[src/rtl/ov7670_capture_if.sv]
// Capture-side bundle: OV7670 byte stream in, frame buffer write port and status flags out.
// The capture block masters the frame buffer writes; the environment drives the camera side.
interface ov7670_capture_if #(
    parameter int ADDR_W = 17
);
    logic              vsync;
    logic              href;
    logic [7:0]        din;
    logic              we;
    logic [ADDR_W-1:0] addr;
    logic [15:0]       dout;
    logic              frame_done;
    logic              line_err;
    logic              frame_err;

    modport master (
        input  vsync, href, din,
        output we, addr, dout, frame_done, line_err, frame_err
    );

    modport slave (
        output vsync, href, din,
        input  we, addr, dout, frame_done, line_err, frame_err
    );
endinterface

[src/rtl/ov7670_capture.sv]
// OV7670 capture: registers the camera byte stream, pairs bytes into RGB565 pixels and
// writes them to a linear frame buffer, discarding settling frames and flagging bad geometry.
module ov7670_capture #(
    parameter int H_PIXELS    = 320,
    parameter int V_LINES     = 240,
    parameter int SKIP_FRAMES = 2,
    parameter int ADDR_W      = 17
) (
    input  logic             pclk,
    input  logic             rst,
    ov7670_capture_if.master cam
);

    localparam int LAST_ADDR  = H_PIXELS * V_LINES - 1;
    localparam int LINE_BYTES = 2 * H_PIXELS;
    localparam int BYTE_W     = $clog2(LINE_BYTES + 2);
    localparam int LINE_W     = $clog2(V_LINES + 3);
    localparam int SKIP_W     = $clog2(SKIP_FRAMES + 1) + 1;

    typedef enum logic [1:0] {WAIT_VS, BLANK, ACTIVE} state_t;

    state_t            state_q, state_d;
    logic              vs_s1_q, vs_s1_d, href_s1_q, href_s1_d;
    logic              vs_prev_q, vs_prev_d, href_prev_q, href_prev_d;
    logic [7:0]        din_s1_q, din_s1_d, hi_q, hi_d;
    logic              phase_q, phase_d;
    logic [BYTE_W-1:0] byte_cnt_q, byte_cnt_d;
    logic [LINE_W-1:0] line_cnt_q, line_cnt_d, line_total;
    logic [SKIP_W-1:0] skip_q, skip_d;
    logic [ADDR_W-1:0] addr_q, addr_d;
    logic              full_q, full_d, adv_q, adv_d, we_q, we_d;
    logic [15:0]       dout_q, dout_d;
    logic              frame_done_q, frame_done_d;
    logic              line_err_q, line_err_d, frame_err_q, frame_err_d;
    logic              skipping, vs_rise, vs_fall, href_rise, href_fall, bad_line, line_open;

    assign skipping  = (skip_q != '0);
    assign vs_rise   = vs_s1_q & ~vs_prev_q;
    assign vs_fall   = ~vs_s1_q & vs_prev_q;
    assign href_rise = href_s1_q & ~href_prev_q;
    assign href_fall = ~href_s1_q & href_prev_q;
    assign bad_line  = (byte_cnt_q != BYTE_W'(LINE_BYTES));
    // A line still open when vsync rises is a truncated line and still counts.
    assign line_open = href_fall | href_s1_q;

    always_comb begin
        vs_s1_d      = cam.vsync;
        href_s1_d    = cam.href;
        din_s1_d     = cam.din;
        vs_prev_d    = vs_s1_q;
        href_prev_d  = href_s1_q;
        state_d      = state_q;
        hi_d         = hi_q;
        phase_d      = 1'b0;
        byte_cnt_d   = byte_cnt_q;
        line_cnt_d   = line_cnt_q;
        skip_d       = skip_q;
        addr_d       = addr_q;
        full_d       = full_q;
        adv_d        = 1'b0;
        we_d         = 1'b0;
        dout_d       = dout_q;
        frame_done_d = 1'b0;
        line_err_d   = line_err_q;
        frame_err_d  = frame_err_q;
        line_total   = line_cnt_q + {{(LINE_W-1){1'b0}}, line_open};

        // Address advances the cycle after each write; it parks on the last slot once full.
        if (adv_q) begin
            if (addr_q == ADDR_W'(LAST_ADDR)) full_d = 1'b1;
            else                              addr_d = addr_q + ADDR_W'(1);
        end

        case (state_q)
            WAIT_VS: begin
                if (vs_s1_q) state_d = BLANK;
            end
            BLANK: begin
                if (vs_fall) begin
                    state_d     = ACTIVE;
                    addr_d      = '0;
                    full_d      = 1'b0;
                    line_cnt_d  = '0;
                    byte_cnt_d  = '0;
                    line_err_d  = 1'b0;
                    frame_err_d = 1'b0;
                end
            end
            ACTIVE: begin
                if (vs_rise) begin
                    state_d = BLANK;
                    if (skipping) begin
                        skip_d = skip_q - SKIP_W'(1);
                    end else begin
                        frame_done_d = 1'b1;
                        if (line_total != LINE_W'(V_LINES)) frame_err_d = 1'b1;
                        if (line_open && bad_line)          line_err_d  = 1'b1;
                    end
                end else begin
                    if (href_fall) begin
                        if (line_cnt_q <= LINE_W'(V_LINES)) line_cnt_d = line_cnt_q + LINE_W'(1);
                        if (bad_line && !skipping)          line_err_d = 1'b1;
                    end
                    if (href_s1_q) begin
                        if (href_rise)                                    byte_cnt_d = BYTE_W'(1);
                        else if (byte_cnt_q != BYTE_W'(LINE_BYTES + 1)) byte_cnt_d = byte_cnt_q + BYTE_W'(1);
                        phase_d = ~phase_q;
                        if (!phase_q) begin
                            hi_d = din_s1_q;
                        end else if (full_q) begin
                            if (!skipping) frame_err_d = 1'b1;
                        end else begin
                            adv_d  = 1'b1;
                            we_d   = ~skipping;
                            dout_d = {hi_q, din_s1_q};
                        end
                    end
                end
            end
            default: state_d = WAIT_VS;
        endcase
    end

    always_ff @(posedge pclk) begin
        if (rst) begin
            state_q      <= WAIT_VS;
            vs_s1_q      <= 1'b0;
            href_s1_q    <= 1'b0;
            din_s1_q     <= '0;
            vs_prev_q    <= 1'b0;
            href_prev_q  <= 1'b0;
            hi_q         <= '0;
            phase_q      <= 1'b0;
            byte_cnt_q   <= '0;
            line_cnt_q   <= '0;
            skip_q       <= SKIP_W'(SKIP_FRAMES);
            addr_q       <= '0;
            full_q       <= 1'b0;
            adv_q        <= 1'b0;
            we_q         <= 1'b0;
            dout_q       <= '0;
            frame_done_q <= 1'b0;
            line_err_q   <= 1'b0;
            frame_err_q  <= 1'b0;
        end else begin
            state_q      <= state_d;
            vs_s1_q      <= vs_s1_d;
            href_s1_q    <= href_s1_d;
            din_s1_q     <= din_s1_d;
            vs_prev_q    <= vs_prev_d;
            href_prev_q  <= href_prev_d;
            hi_q         <= hi_d;
            phase_q      <= phase_d;
            byte_cnt_q   <= byte_cnt_d;
            line_cnt_q   <= line_cnt_d;
            skip_q       <= skip_d;
            addr_q       <= addr_d;
            full_q       <= full_d;
            adv_q        <= adv_d;
            we_q         <= we_d;
            dout_q       <= dout_d;
            frame_done_q <= frame_done_d;
            line_err_q   <= line_err_d;
            frame_err_q  <= frame_err_d;
        end
    end

    assign cam.we         = we_q;
    assign cam.addr       = addr_q;
    assign cam.dout       = dout_q;
    assign cam.frame_done = frame_done_q;
    assign cam.line_err   = line_err_q;
    assign cam.frame_err  = frame_err_q;

endmodule

[src/flat_wrapper.sv]
// flat-port wrapper written by rule: the top's interface ports become plain ports
module ov7670_capture_flat 
#(
    parameter int H_PIXELS    = 320,
    parameter int V_LINES     = 240,
    parameter int SKIP_FRAMES = 2,
    parameter int ADDR_W      = 17
)
  (pclk, rst, cam_vsync, cam_href, cam_din, cam_we, cam_addr, cam_dout, cam_frame_done, cam_line_err, cam_frame_err);
  ov7670_capture_if #(.ADDR_W(ADDR_W)) cam_i ();
  input  logic pclk;
  input  logic rst;
  input wire logic [$bits(cam_i.vsync)-1:0] cam_vsync;
  input wire logic [$bits(cam_i.href)-1:0] cam_href;
  input wire logic [$bits(cam_i.din)-1:0] cam_din;
  output wire logic [$bits(cam_i.we)-1:0] cam_we;
  output wire logic [$bits(cam_i.addr)-1:0] cam_addr;
  output wire logic [$bits(cam_i.dout)-1:0] cam_dout;
  output wire logic [$bits(cam_i.frame_done)-1:0] cam_frame_done;
  output wire logic [$bits(cam_i.line_err)-1:0] cam_line_err;
  output wire logic [$bits(cam_i.frame_err)-1:0] cam_frame_err;
  assign cam_i.vsync = cam_vsync;
  assign cam_i.href = cam_href;
  assign cam_i.din = cam_din;
  assign cam_we = cam_i.we;
  assign cam_addr = cam_i.addr;
  assign cam_dout = cam_i.dout;
  assign cam_frame_done = cam_i.frame_done;
  assign cam_line_err = cam_i.line_err;
  assign cam_frame_err = cam_i.frame_err;
  ov7670_capture #(.H_PIXELS(H_PIXELS), .V_LINES(V_LINES), .SKIP_FRAMES(SKIP_FRAMES), .ADDR_W(ADDR_W)) u_core (.pclk(pclk), .rst(rst), .cam(cam_i));
endmodule
[config.mk]
export PLATFORM = sky130hd
export DESIGN_NAME = ov7670_capture_flat
export DESIGN_NICKNAME = d
export VERILOG_FILES = /design/src/rtl/ov7670_capture_if.sv /design/src/rtl/ov7670_capture.sv /design/src/flat_wrapper.sv
export SDC_FILE = /design/constraint.sdc
export NUM_CORES = 1
export LEC_CHECK = 0
export ABC_AREA = 1
export BUFFER_PORTS_ARGS = -buffer_cell sky130_fd_sc_hd__clkbuf_2
export CAP_MARGIN = 5
export CORE_MARGIN = 4
export CORE_UTILIZATION = 25
export CTS_BUF_LIST = sky130_fd_sc_hd__clkbuf_4 sky130_fd_sc_hd__clkbuf_8
export CTS_CLUSTER_SIZE = 30
export DETAILED_ROUTE_END_ITERATION = 16
export SLEW_MARGIN = 20
export SYNTH_ARGS = -nofsm -noshare
export SYNTH_HDL_FRONTEND = slang
export SYNTH_SLANG_ARGS = --single-unit
export TNS_END_PERCENT = 1
[constraint.sdc]
create_clock -name pclk -period 2.3 [get_ports pclk]
set_clock_uncertainty 0.05 [all_clocks]
set_input_delay 0.46 -clock pclk [delete_from_list [all_inputs] [get_ports pclk]]
set_output_delay 0.46 -clock pclk [all_outputs]
set_load 0.1 [all_outputs]
== After elaboration in Yosys (flattened, before gate mapping) ==
Index checks and enable logic that the tools add are counted.

* Logic and storage cells: 120
* Flip-flop bits (word level): 83
* Output and inout port bits: 37
* Input bits: 12

* Multiplexer cells: 40
* Magnitude comparators: 1
* Reduce and logical (&&, ||, !) cells: 18
* Bitwise operators: 14
* $add $sub $neg: 5
* Equal/unequal tests: 23

{| class="wikitable"
|+ Operators by type and width
! operator !! count
|-
| 17-bit two-way mux || 4
|-
| 10-bit two-way mux || 5
|-
| 8-bit two-way mux || 4
|-
| 10-bit != test, second input constant || 2
|-
| 10-bit one-hot mux with 2 select lines || 1
|-
| 1-bit two-way mux || 19
|-
| 3-bit by 1-bit != test with 1-bit output, second input constant || 6
|-
| 17-bit by 1-bit adder with 17-bit output, second input constant || 1
|-
| 17-bit equality test, second input constant || 1
|-
| 8-bit one-hot mux with 2 select lines || 1
|-
| 5-bit AND reduction || 3
|-
| 2-bit by 1-bit != test with 1-bit output, second input constant || 6
|-
| 10-bit by 1-bit adder with 10-bit output, second input constant || 1
|-
| 3-bit != test, second input constant || 3
|-
| 1-bit inverter || 9
|-
| 8-bit by 1-bit adder with 8-bit output || 1
|-
| 8-bit by 1-bit adder with 8-bit output, second input constant || 1
|-
| 8-bit <= comparator, second input constant || 1
|-
| 8-bit != test, second input constant || 1
|-
| 7-bit AND reduction || 1
|-
| 2-bit two-way mux || 3
|-
| 2-bit one-hot mux with 3 select lines || 1
|-
| 3-bit AND reduction || 2
|-
| 6-bit AND reduction || 1
|-
| 17 further kinds || 23
|}

== Depth between registers and ports, before layout ==
Gate-level depths: netlist (run 1).

* Depth in word-level cells: 9
* Depth in mapped cells: 12
* Gate-level depth less buffers: 10

== Worst setup path before layout (run 1) ==
Ideal clock, no wire load.

* Path type: flip-flop to flip-flop
* Start point: register u_core.addr_q[0], in the netlist u_core.cam.addr[0]
* End point: register u_core.addr_q[6], in the netlist u_core.cam.addr[6]
* Stages on the path, launching flop included: 10
* Arrival: 2,190 ps
* Buffers on the path: 0
* Slack: -8 ps
* Period minus slack after synthesis: 2,308 ps
* Data required time: 2,183 ps
* Setup time: 67 ps
* Cell sequence: dfxtp_1 -> ha_1 -> nand2_2 -> nor2_4 -> nand2_1 -> inv_2 -> nand3_4 -> nand3_1 -> o21ai_0 -> nor2_1

* Longest elaborated chain between the ends: 5
* Elaborated cells between the ends (all ways): 6
* Classes of those cells: add/sub: 1; eq/ne: 1; mux: 4

{| class="wikitable"
|+ Ends and longest elaborated chain
! item !! line !! source
|-
| from (decl) || ov7670_capture.sv:30 || <nowiki>logic [ADDR_W-1:0] addr_q, addr_d;</nowiki>
|-
| from (signal assigned) || ov7670_capture.sv:157 || <nowiki>addr_q <= addr_d;</nowiki>
|-
| 17-bit by 1-bit adder with 17-bit output / 17-bit equality test (equally long branches) || ov7670_capture.sv:71, ov7670_capture.sv:70 ||
|-
| 17-bit two-way mux (*) || ov7670_capture.sv:70 || <nowiki>if (addr_q == ADDR_W'(LAST_ADDR)) full_d = 1'b1;</nowiki>
|-
| 17-bit two-way mux (*) || ov7670_capture.sv:69 || <nowiki>if (adv_q) begin</nowiki>
|-
| 17-bit two-way mux || ov7670_capture.sv:79 || <nowiki>if (vs_fall) begin</nowiki>
|-
| 17-bit two-way mux (*) || ov7670_capture.sv:74 || <nowiki>case (state_q)</nowiki>
|}

Every way passes the cells marked *; elsewhere a longest branch is shown, timed or not.
A chain may end at the register's enable or synchronous reset.

== Final worst setup path (run 1) ==
* Start point: register u_core.state_q[0]
* End point: register u_core.byte_cnt_q[1]

* Longest elaborated chain between the ends: 3
* Elaborated cells between the ends (all ways): 9
* Classes of those cells: eq/ne: 6; mux: 1; reduce/logical: 2

{| class="wikitable"
|+ Ends and longest elaborated chain
! item !! line !! source
|-
| from (decl) || ov7670_capture.sv:22 || <nowiki>state_t state_q, state_d;</nowiki>
|-
| from (signal assigned) || ov7670_capture.sv:146 || <nowiki>state_q <= state_d;</nowiki>
|-
| 2-bit equality test / 2-bit by 1-bit equality test with 1-bit output (equally long branches) || ov7670_capture.sv:74 ||
|-
| 3-bit by 1-bit != test with 1-bit output (no line), or another cell as far along || - ||
|-
| 5-bit AND reduction (no line) || - ||
|-
| to (signal assigned) || ov7670_capture.sv:154 || <nowiki>byte_cnt_q <= byte_cnt_d;</nowiki>
|-
| to (decl) || ov7670_capture.sv:27 || <nowiki>logic [BYTE_W-1:0] byte_cnt_q, byte_cnt_d;</nowiki>
|}

Parallel ways exist; a longest one is shown, timed or not.

==> flow_metrics.tcl, run 1 <==
set metrics [dict create \
    ant_nets 0 \
    firstDrtPassIters 5 \
    worst_pin_slew_ns 0.550 \
    yosysTopAreaCellShare_pct 40.5 \
    dp.final_hpwl_um 7000 \
    slew_viol_final 0 \
    post-synth-top-count-cell "nor2_1" \
    critical_path_required_ns 2.54 \
    clkTransAtPathRegs_ns 0.09 \
    synth.area.top_cells "dfxtp_1 41%, nor2_1 8.6%, nand2_1 7.9%, inv_1 6.1%, a21oi_1 5.1%" \
    finalHoldViolations 0 \
    postCtsSetupBuffers 0 \
    period_minus_slack_ns 1.94 \
    grt_pass1_wl_um 15700 \
    rsz0062_at_grt "false" \
    core_area_um2 16000 \
    io_pins 49 \
    yosys-top-cells-count "94 x nor2_1, 86 x nand2_1, 83 x dfxtp_1" \
    ys_seq_elements 83 \
    grt_max_degree 30 \
    ctsHoldBuffers 0 \
    synth_seq_area_share_pct 40.5 \
    clockRootBuffer "clkbuf_8" \
    syn_inst 566 \
    die_width_um 136 \
    drive_gt1_share_pct 18.7 \
    grt_use_total_pct 10.5 \
    synth_cell_types 34 \
    wl_per_cell_um 11.2 \
    cts_sinks 83 \
    hold_class "in2reg" \
    synth-main-ff-cell "dfxtp_1" \
    drv_cap 0 \
    antenna_found_initial 0 \
    path_class "reg2reg" \
    h-tree-depth 3 \
    syn-cell-area_um2 4100 \
    cp-end-kind "register" \
    vias 3578 \
    diodes 0 \
    status "completed" \
    tns_ns 0 \
    powerDensity_nw_per_um2 782 \
    die_area_um2 18500 \
    power.leakage_nw 1.84 \
    yosysWarnings 0 \
    clk_path_buf_depth 2 \
    start_util_pct 25.6 \
    maxSlewHeadroom_pct 63.5 \
    num_rows 46 \
    nFillCells 1785 \
    cts_tree "yes" \
    setup_violations 0 \
    cts_buffers 9 \
    finalCritPeriodShare_pct 84.4 \
    dr.first_iter.drc_count 260 \
    clock.fmax_mhz 515 \
    cts-resized-gates 0 \
    die_h_um 136 \
    clock_latency_ns 0.36 \
    avgSynthCellArea_um2 7.25 \
    grt_pass1_vias 3289 \
    synthArstFlopShare_pct 0 \
    io_buffer_count 48 \
    wirelength_um 9330 \
    syn_nets 591 \
    grt_overflow 0 \
    ir_drop_mv 0.336 \
    start_kind "register" \
    post-place-ws_ns 0.388 \
    drc 0 \
    synth_top_area_cell "dfxtp_1" \
    place_congestion 0.868 \
    fin_nets 639 \
    setup_ws_ns 0.360 \
    synth-edff-count 0 \
    area_growth_pct 16.3 \
    crit_fanout 13 \
    arrival_ns 2.18 \
    via_per_inst 4.29 \
]
[path summary, 6_finish.rpt]
check	start	cells past startpoint	slack, ns	endpoint
setup / recovery	u_core.state_q[0]	10	0.36	u_core.byte_cnt_q[1]
hold / removal	cam_din[7]	3	0.23	u_core.din_s1_q[7]
setup reg to reg	u_core.state_q[0]	10	0.36	u_core.byte_cnt_q[1]
hold reg to reg	u_core.hi_q[0]	2	0.41	u_core.cam.dout[8]
[through the flow]
stage / total power [W] / instances / hold WS (ns) / instance area (um^2) / utilization [%]
after detailed placement: 0.00266 / 819 / 0.399 / 4560 / 28.5
after global routing: 0.00398 / 835 / 0.226 / 4770 / 29.8
after floorplan: 0.00249 / 566 / 0.380 / 4100 / -
after global placement: 0.00266 / 819 / 0.395 / 4560 / 28.5
after CTS: 0.00377 / 835 / 0.217 / 4770 / 29.8
final: 0.00373 / 835 / 0.232 / 4770 / 29.8
[where the power goes]
part	internal (W)	total, W	switching, W
sequential	0.00151	0.00156	0.0000519
combinational	0.000302	0.00107	0.000772
clock	0.000518	0.00110	0.000579
[placed cells by master (no fill, tap or decap), types with 7 or more instances in the layout]
master,count
nand3_2,7
nand2_1,86
nor2_1,94
clkbuf_2,48
ha_1,13
xor2_1,8
o21ai_0,42
nor3_1,8
nand4_1,11
inv_2,8
dfxtp_1,82
nand3_1,37
inv_1,67
a21oi_1,42
clkbuf_8,9
[cell families (layout without fill, tap and decap cells)]
kind of cell               count (synthesis)  after routing  share of synthesized area [%]
AOI/OAI and AO/OA                         94             94                           12.0
and+or+nand+nor                          271            271                           31.6
adders and majority gates                 13             13                           3.96
buffers and inverters                     92            145                           9.18
xor gates and xnor gates                  13             13                           2.78
DFF                                       83             83                           40.5
[metal layers]
metal	vias to the layer above	global-route usage [%]	wire [um]
li1	1914	-	-
met1	1595	14.1	4660
met2	56	16.0	4140
met3	13	3.07	390
met4	0	3.36	146
met5	-	0	0
[state kept, by name, indices dropped and copies added, names as in the netlist, 2 cells and up]
signal and cells:
u_core.cam.addr 17, u_core.hi_q 8, u_core.skip_q 3, u_core.byte_cnt_q 10, u_core.line_cnt_q 8, u_core.cam.dout 16, u_core.state_q 2, u_core.din_s1_q 8
[worst max-delay path, cell delays in order (launching register included)]
cell	delay [ns]
dfxtp_1	0.32
inv_1	0.09
ha_1	0.35
nand3_2	0.20
nand3_4	0.15
nor2_4	0.04
nand2_4	0.12
nand2_4	0.14
nand2_1	0.16
nand2_1	0.11
nor3_2	0.11
[layout make-up]
cell class	count	area (um^2)	share of cell area, %
clock inverters	7	82.6	1.73
flip-flops and latches	83	1660	34.9
multi-input cells	391	2060	43.3
repair buffers	54	285	5.98
well taps	216	270	5.66
inverters	75	282	5.90
clock buffers	9	124	2.60
(Power assumes the default switching activity.)
==> run 2, diff against run 1 <==
clock period = 2 ns   (was 2.3 ns; I/O delays follow)
==> flow_metrics.tcl, run 2 (synthesis gave the netlist of run 1 again) <==
set metrics [dict create \
    cp_cell_sequence "clkbuf_2" \
    dr.first_iter.drc_count 277 \
    dpl_cell_area_um2 4590 \
    h-tree-depth 3 \
    grt_pass1_wl_um 16100 \
    ir_drop_mv 0.374 \
    drv_cap 0 \
    final_common_cell "nor2_1" \
    firstDrtPassIters 4 \
    cts_sinks 83 \
    largest_reg_flops 17 \
    clock.fmax_mhz 554 \
    io_pins 49 \
    slew_viol_final 0 \
    cts_buffers 9 \
    dp.final_hpwl_um 7120 \
    clockRootBuffer "clkbuf_8" \
    crit_fanout 7 \
    maxSlewHeadroom_pct 62.5 \
    finalCritPeriodShare_pct 90.2 \
    ant_nets 0 \
    arrival_ns 1.35 \
    io_buffer_count 48 \
    drc 0 \
    area_growth_pct 17.0 \
    start_kind "register" \
    drive_gt1_share_pct 19.8 \
    num_rows 46 \
    finalHoldViolations 0 \
    hold_class "in2reg" \
    place_congestion 0.853 \
    grt_overflow 0 \
    status "completed" \
    start_util_pct 25.6 \
    die_area_um2 18500 \
    stdcell_area_um2 4800 \
    postCtsSetupBuffers 0 \
    antenna_found_initial 0 \
    core_area_um2 16000 \
    path_buf_inv 1 \
    vias 3604 \
    slowest_stage "clkbuf_2" \
    clk_path_buf_depth 2 \
    clkTransAtPathRegs_ns 0.10 \
    period_minus_slack_ns 1.80 \
    grt_use_total_pct 10.7 \
    clock_latency_ns 0.37 \
    fin_nets 642 \
    layout_common_cells "94 x nor2_1, 86 x nand2_1, 79 x dfxtp_1, 67 x inv_1, 48 x clkbuf_2" \
    diodes 0 \
    die_h_um 136 \
    cpPeakStageDelay_ns 0.51 \
    cts_tree "yes" \
    powerDensity_nw_per_um2 895 \
    worst_pin_slew_ns 0.565 \
    power.leakage_nw 1.86 \
    wl_per_cell_um 11.4 \
    critical_path_required_ns 1.55 \
    setup_violations 0 \
    grt_max_degree 30 \
    cp-end-kind "primary output" \
    path_delay_family "buffers and inverters" \
    via_per_inst 4.30 \
    path_class "reg2out" \
    grt_pass1_vias 3300 \
    rsz0062_at_grt "false" \
    wirelength_um 9520 \
    die_width_um 136 \
    tns_ns 0 \
]
-- run 2: changes by cell type in the layout (fill, tap and decap cells not counted) --
| cell | previous run | this run |
|---|---|---|
| buf_4 | 6 | 9 |
| dfxtp_1 | 82 | 79 |
| dfxtp_2 | 1 | 4 |
| ha_1 | 13 | 12 |
| ha_2 | 0 | 1 |
-- run 2: where the power goes --
group          total (W)  switching, W  internal [W]
registers        0.00179     0.0000555       0.00174
clock network    0.00127      0.000669      0.000596
logic            0.00124      0.000870      0.000368
-- run 2: stage by stage --
stage	total power (W)	setup WS (ns)	instances	hold WS, ns	utilization (%)
6_report	0.00429	0.196	838	0.175	30.0
5_1_grt	0.00458	0.0514	838	0.171	30.0
4_1_cts	0.00436	0.173	838	0.160	30.0
3_5_place_dp	0.00307	0.204	822	0.397	28.7
3_3_place_gp	0.00305	0.248	822	0.390	28.7
2_1_floorplan	0.00287	-0.0900	566	0.380	-
-- run 2: area by class of cell --
type | instances | area, um^2
clock inverter | 7 | 82.6
timing repair buffer | 57 | 308
fill | 1799 | 11200
clock buffer | 9 | 124
multi-input combinational | 391 | 2070
tap | 216 | 270
inverter | 75 | 282
sequential | 83 | 1670
-- run 2: timing repair --
action,in CTS,in global routing
hold endpoints to repair,0,0
gates resized for setup,0,1
setup endpoints to repair,0,4
hold buffers,0,0
-- run 2: routing by layer --
layer / global-route usage (%) / up-vias / share of wire (%)
met1: 14.0 / 1622 / 48
met3: 3.03 / 10 / 5.1
met5: 0 / - / 0
li1: - / 1920 / -
met2: 16.9 / 52 / 45
met4: 3.81 / 0 / 1.2
-- run 2: final timing paths --
path / from / to / slack, ns / cells after the start
worst min register to register: u_core.hi_q[6] / u_core.hi_q[6] / 0.41 / 2
worst max register to register: u_core.state_q[0] / u_core.byte_cnt_q[1] / 0.25 / 9
worst min-delay path: cam_din[4] / u_core.din_s1_q[4] / 0.17 / 3
worst max-delay path: u_core.cam.addr[12] / cam_addr[12] / 0.20 / 1
